[src/rtl/uart_pkg.sv]
// Shared UART register map, status flag bit positions, reset divisor and FSM state types.
package uart_pkg;
  localparam logic [15:0] DEFAULT_DIVISOR = 16'd1667;

  localparam logic [3:0] ADDR_STATUS  = 4'd0;
  localparam logic [3:0] ADDR_RX_DATA = 4'd1;
  localparam logic [3:0] ADDR_DIVISOR = 4'd2;
  localparam logic [3:0] ADDR_TX_DATA = 4'd3;

  localparam int FLAG_TX_READY     = 0;
  localparam int FLAG_RX_VALID     = 1;
  localparam int FLAG_RX_OVERRUN   = 2;
  localparam int FLAG_RX_FRAME_ERR = 3;

  typedef enum logic [1:0] {TX_IDLE, TX_START, TX_DATA, TX_STOP} tx_state_t;
  typedef enum logic [2:0] {RX_IDLE, RX_START, RX_DATA, RX_STOP, RX_WAIT} rx_state_t;
endpackage

[src/rtl/uart_rx.sv]
// UART receiver: 2-flop sync, mid-bit sampling, byte register with valid/overrun/frame-error flags.
// Byte lands one edge after the stop-bit sample; no backpressure, an unread byte is overwritten.
module uart_rx
  import uart_pkg::*;
(
  input  logic        clock,
  input  logic        reset_n,
  input  logic        rx,
  input  logic [15:0] divisor,
  input  logic        clear,
  output logic [7:0]  rx_data,
  output logic        rx_valid,
  output logic        rx_overrun,
  output logic        rx_frame_err
);
  logic s1, s2, prev;
  rx_state_t state, state_n;
  logic [15:0] timer, timer_n;
  logic [2:0]  bit_cnt, bit_n;
  logic [7:0]  shift, shift_n, data_n;
  logic        valid_n, over_n, ferr_n;
  logic [16:0] half;
  logic        bit_done;

  assign half     = ({1'b0, divisor} + 17'd1) >> 1;
  assign bit_done = timer >= divisor;

  always_comb begin
    state_n = state;
    timer_n = timer;
    bit_n   = bit_cnt;
    shift_n = shift;
    data_n  = rx_data;
    valid_n = clear ? 1'b0 : rx_valid;
    over_n  = clear ? 1'b0 : rx_overrun;
    ferr_n  = clear ? 1'b0 : rx_frame_err;
    case (state)
      RX_IDLE: if (prev && !s2) begin
        state_n = RX_START;
        timer_n = '0;
      end
      RX_START: if (({1'b0, timer} + 17'd1) >= half) begin
        timer_n = '0;
        bit_n   = '0;
        state_n = s2 ? RX_IDLE : RX_DATA;
      end else timer_n = 16'(timer + 16'd1);
      RX_DATA: if (bit_done) begin
        timer_n = '0;
        shift_n = {s2, shift[7:1]};
        bit_n   = 3'(bit_cnt + 3'd1);
        if (bit_cnt == 3'd7) state_n = RX_STOP;
      end else timer_n = 16'(timer + 16'd1);
      RX_STOP: if (bit_done) begin
        timer_n = '0;
        // A completing frame overrides a same-cycle clear.
        if (s2) begin
          data_n  = shift;
          over_n  = over_n | rx_valid;
          valid_n = 1'b1;
          state_n = RX_IDLE;
        end else begin
          ferr_n  = 1'b1;
          state_n = RX_WAIT;
        end
      end else timer_n = 16'(timer + 16'd1);
      RX_WAIT: if (s2) state_n = RX_IDLE;
      default: state_n = RX_IDLE;
    endcase
  end

  always_ff @(posedge clock) begin
    if (!reset_n) begin
      s1 <= 1'b0; s2 <= 1'b0; prev <= 1'b0;
      state <= RX_IDLE; timer <= '0; bit_cnt <= '0; shift <= '0;
      rx_data <= '0; rx_valid <= 1'b0; rx_overrun <= 1'b0; rx_frame_err <= 1'b0;
    end else begin
      s1 <= rx; s2 <= s1; prev <= s2;
      state <= state_n; timer <= timer_n; bit_cnt <= bit_n; shift <= shift_n;
      rx_data <= data_n; rx_valid <= valid_n; rx_overrun <= over_n; rx_frame_err <= ferr_n;
    end
  end
endmodule

[src/rtl/uart_device.sv]
// UART with register interface: TX FSM here, receiver in uart_rx; reads are combinational.
// A TX write is accepted only while idle (flags[0]); writes while busy are dropped.
module uart_device
  import uart_pkg::*;
#(
  parameter logic [15:0] DEFAULT_DIVISOR = uart_pkg::DEFAULT_DIVISOR
) (
  input  logic        clock,
  input  logic        reset_n,
  input  logic        Rx,
  input  logic [3:0]  control_address,
  input  logic        control_write,
  input  logic [15:0] data_in,
  output logic [7:0]  flags,
  output logic [15:0] control_read,
  output logic        Tx
);
  logic [15:0] divisor;
  tx_state_t   state, state_n;
  logic [15:0] timer, timer_n;
  logic [2:0]  bit_cnt, bit_n;
  logic [7:0]  shift, shift_n, tx_data, tx_data_n;
  logic        tx_n, bit_done;
  logic [7:0]  rx_data;
  logic        rx_valid, rx_overrun, rx_frame_err;

  assign bit_done = timer >= divisor;

  always_comb begin
    state_n   = state;
    timer_n   = timer;
    bit_n     = bit_cnt;
    shift_n   = shift;
    tx_data_n = tx_data;
    tx_n      = Tx;
    case (state)
      TX_IDLE: if (control_write && control_address == ADDR_TX_DATA) begin
        tx_data_n = data_in[7:0];
        shift_n   = data_in[7:0];
        tx_n      = 1'b0;
        timer_n   = '0;
        state_n   = TX_START;
      end
      TX_START: if (bit_done) begin
        timer_n = '0;
        tx_n    = shift[0];
        shift_n = shift >> 1;
        bit_n   = '0;
        state_n = TX_DATA;
      end else timer_n = 16'(timer + 16'd1);
      TX_DATA: if (bit_done) begin
        timer_n = '0;
        if (bit_cnt == 3'd7) begin
          tx_n    = 1'b1;
          state_n = TX_STOP;
        end else begin
          tx_n    = shift[0];
          shift_n = shift >> 1;
          bit_n   = 3'(bit_cnt + 3'd1);
        end
      end else timer_n = 16'(timer + 16'd1);
      TX_STOP: if (bit_done) begin
        timer_n = '0;
        state_n = TX_IDLE;
      end else timer_n = 16'(timer + 16'd1);
      default: state_n = TX_IDLE;
    endcase
  end

  always_ff @(posedge clock) begin
    if (!reset_n) begin
      divisor <= DEFAULT_DIVISOR;
      state <= TX_IDLE; timer <= '0; bit_cnt <= '0; shift <= '0; tx_data <= '0; Tx <= 1'b1;
    end else begin
      if (control_write && control_address == ADDR_DIVISOR) divisor <= data_in;
      state <= state_n; timer <= timer_n; bit_cnt <= bit_n; shift <= shift_n;
      tx_data <= tx_data_n; Tx <= tx_n;
    end
  end

  uart_rx u_rx (
    .clock        (clock),
    .reset_n      (reset_n),
    .rx           (Rx),
    .divisor      (divisor),
    .clear        (control_write && control_address == ADDR_RX_DATA),
    .rx_data      (rx_data),
    .rx_valid     (rx_valid),
    .rx_overrun   (rx_overrun),
    .rx_frame_err (rx_frame_err)
  );

  always_comb begin
    flags = '0;
    flags[FLAG_TX_READY]     = (state == TX_IDLE);
    flags[FLAG_RX_VALID]     = rx_valid;
    flags[FLAG_RX_OVERRUN]   = rx_overrun;
    flags[FLAG_RX_FRAME_ERR] = rx_frame_err;
  end

  always_comb begin
    case (control_address)
      ADDR_STATUS:  control_read = {8'h00, flags};
      ADDR_RX_DATA: control_read = {8'h00, rx_data};
      ADDR_DIVISOR: control_read = divisor;
      ADDR_TX_DATA: control_read = {8'h00, tx_data};
      default:      control_read = 16'h0000;
    endcase
  end
endmodule

[config.mk]
export PLATFORM = sky130hd
export DESIGN_NAME = uart_device
export DESIGN_NICKNAME = d
export VERILOG_FILES = /design/src/rtl/uart_pkg.sv /design/src/rtl/uart_rx.sv /design/src/rtl/uart_device.sv
export SDC_FILE = /design/constraint.sdc
export NUM_CORES = 1
export LEC_CHECK = 0
export ABC_AREA = 1
export CAP_MARGIN = 0
export CORE_MARGIN = 10
export CORE_UTILIZATION = 60
export DETAILED_ROUTE_END_ITERATION = 6
export PLACE_DENSITY_LB_ADDON = 0.12
export SLEW_MARGIN = 0
export SYNTH_ARGS = -nofsm -noshare
export SYNTH_HDL_FRONTEND = slang
export SYNTH_SLANG_ARGS = --single-unit
export TNS_END_PERCENT = 50
[constraint.sdc]
create_clock -name clock -period 7.4 [get_ports clock]
set_input_delay 1.48 -clock clock [delete_from_list [all_inputs] [get_ports clock]]
set_output_delay 1.48 -clock clock [all_outputs]
set_load 0.03 [all_outputs]
==> results.md <==
- Leak: 0.00303 uW
- First-pass GRT wire length: 25100 um
- Initial antenna violation count: 0
- Flop2flop setup slack: 3690 ps
- Global route overflow: 0
- Seq pwr share: 41.9%
- Register bit count reported by yosys: 98
- Met1 GRT Util: a little over a quarter
- Main synth FF type: dfxtp_1
- Clk sinks: 98
- Layout Nets: ~1000
- Vias/cell: 5.35
- Critical path class: primary input to primary output
- Avg WL per Cell: 13.5 um
- Min Hold Slack: 432 ps
- Antenna-violating nets left: 0
- Setup violations, final: 0
- Worst Hold Launch: u_rx.s1$_SDFF_PN0_
- Commonest non-fill, non-tap cell in the layout: nand2_1
- Combinational power share: 31.0%
- Post-CTS setup repair buffer count: 0
- Post-synth EDFFs: 0
- WP buf/inv: 3
- Die Span X: 122 um
- Crit. Startpoint: control_address[3]
- Largest family of logic cells by synthesized area: simple AND/OR/NAND/NOR gates
- Worst path cell trace: clkdlybuf4s50_1 > or2_1 > nor3_1 > inv_1 > o211ai_1 > clkdlybuf4s50_1
- Compound-gate portion of the synthesized area: between 10% and 20%
- CP max FO: 15
- Multiplexer area fraction after synthesis: 0%
- Overall die area: approximately 15000 um^2
- Switching pwr: around 520 uW
- Final hold vios: 0
- Starting DRT DRC Count: 407
- Routed via count: 5897
- Period utilization: 71.9%
- Htree depth: 3
- YS warnings: 0
- Met2 Track Usage GR: 31.7%
- Synth Area in Adders: 11.9%
- Clk_skew: 10.2 ps
- Sw Share: a little under two fifths
- Ant diodes: 0
- Syn Area/Cell: 6.76 um^2
- Peak supply drop: 0.000144 V
- Place WS: ~2200 ps
- GRT Overall Usage: 20.3%
- Slew Viols, Final: 0
- Setup crit start kind: primary input
- Worst path top cell family by delay: buffers and inverters
- GP Congestion: roughly 0.9
- Outcome: completed
- Rel. slew slack: 45.0%
- Most frequent cells in the layout: nand2_1, nor2_1, inv_1
- Peak Freq: 0.188 GHz
- Clock tree buffer depth: 2
- Power per cell area: 197 nW/um^2
- Vias in the first global route: 5317
- Root buffer cell: clkbuf_8
- Pre-antenna DRT Iters: 5
- Clock share of power: 27.1%
- Clock transition at path regs: 100 ps
- Int Pwr: approximately 860 uW
- RSZ-0062 raised after global routing: false
- Crit path top cell by count: clkdlybuf4s50_1
- Core Area: 10300 um^2
- Fin crit period: 5320 ps
- Register area share after synthesis: between 30% and 40%
- CTS tree: built
- CP required: between 5000 and 6000 ps
- DR DRC count: 0
- Die Ht: 122 um
- Starting Density: about three fifths
- Met3 usage: 4.27%
- Mapped cell area: approximately 6300 um^2
- Hold WC Path Type: flip-flop to flip-flop
- Pwr Total: 1380 uW
- Largest net degree at the start of global routing: 52
- Post-route cell area: 7000 um^2
- Post-CTS sizing: 0
- Netlist cell types: 43
- CP max stage cell: clkdlybuf4s50_1
- Ports: 49
- Area delta synth->final: 11.0%
- Crit. End Element: primary output
- Layout cells sized above 1: 3.62%
- Drt total wl: 14900 um
- Hpwl dp: 11200 um
- Max stage delay on crit path: 740 ps
- TritonCTS Buffers: 9
- FF-to-FF Start: divisor[0]$_SDFFE_PN1P_
- Clk Latency, worst-skew pair: 380 ps
- Layer with the highest usage: met2
- Row Count: 37
- Synth Area in Simple Gates: between 20% and 30%
- Critical path arrival: around 3800 ps
- DP Area: ~6800 um^2
- Max_cap viols: 0
- Post-Synth XOR/XNOR Area: around 3.8%
- Syn Inst Count: 932
- Cts hold-fix bufs: 0
- Worst-Margin Slew: 823 ps
- Async set-reset flop share out of synthesis: 0%
- Final setup margin: 2080 ps
- Setup TNS: 0 ps
- I/O Buffers: 44
==> through the flow <==
stage	instances	util, %
5_1_grt	1103	68.1
6_report	1103	68.1
3_3_place_gp	1087	66.0
3_5_place_dp	1087	66.0
2_1_floorplan	935	-
4_1_cts	1103	68.1
==> cells in the mapped netlist (2+ instances only) <==
cell type    n  share of area (%)
nand2_1    219                 13
nor2_1     118                7.0
inv_1      112                6.7
dfxtp_1     98                 31
a21oi_1     91                7.2
ha_1        60                 12
o21ai_0     53                4.2
nand3_1     42                3.3
xor2_1      24                3.3
clkbuf_1    20                1.2
nand4_1     19                1.9
nor3_1      13                1.0
o211ai_1     9                1.1
buf_4        7               0.83
nor4_1       4               0.40
o2111ai_1    4               0.56
or2_2        3               0.30
xnor2_1      3               0.42
a31oi_1      2               0.20
buf_2        2               0.16
buf_6        2               0.36
clkinv_1     2               0.12
nand2_2      2               0.20
nor2_8       2               0.64
o21a_1       2               0.24
o21bai_1     2               0.24
==> layer usage <==
metal	vias up	part of all wire, %
met2	124	44
met1	2660	49
met5	-	0
li1	3086	-
met4	0	1.9
met3	27	5.8
==> power groups by stage <==
stage	clock (uW)	sequential (uW)	combinational, uW
2_1_floorplan	0	590	325
3_3_place_gp	0	590	420
3_5_place_dp	0	590	423
4_1_cts	375	578	426
5_1_grt	394	582	479
6_report	373	578	427
==> logic make-up (layout without fill, tap and decap cells) <==
| family | after synthesis | after routing |
|---|---|---|
| adder cells (fa/ha/maj) | 60 | 60 |
| buffers and inverters | 147 | 179 |
| AND/OR/NAND/NOR | 433 | 433 |
| AO/OA/AOI/OAI | 166 | 166 |
| other | 1 | 4 |
| flip-flops | 98 | 98 |
| XOR/XNOR | 27 | 27 |
==> state kept, by name (all words and copies together), names as in the netlist, 8 cells and up <==
register	count
u_rx.timer	16
u_rx.rx_data	8
divisor	16
u_rx.shift	8
timer	16
tx_data	8
shift	8
==> area by class of cell <==
| class | count | area [um^2] |
|---|---|---|
| repair buffers | 47 | 463 |
| fillers | 951 | 3280 |
| well taps | 136 | 170 |
| multi-input cells | 690 | 3750 |
| clock buffers | 10 | 138 |
| inverters | 116 | 438 |
| flip-flops and latches | 98 | 1960 |
| clock inverters | 6 | 73.8 |
==> worst paths after layout <==
| path | endpoint | depth (start not counted) |
|---|---|---|
| setup / recovery | control_read[4] | 6 |
| hold / removal | u_rx.s2$_SDFF_PN0_ | 2 |
| setup reg to reg | u_rx.timer[6]$_SDFFE_PN0P_ | 20 |
| hold reg to reg | u_rx.s2$_SDFF_PN0_ | 2 |
==> tightest hold or removal path: cells and delay by family (launching register included) <==
family                 cells  cell delay [ps]
and+or+nand+nor            1               50
buffers and inverters      1               40
DFF                        1              310
Power figures use the tool's default switching activity.
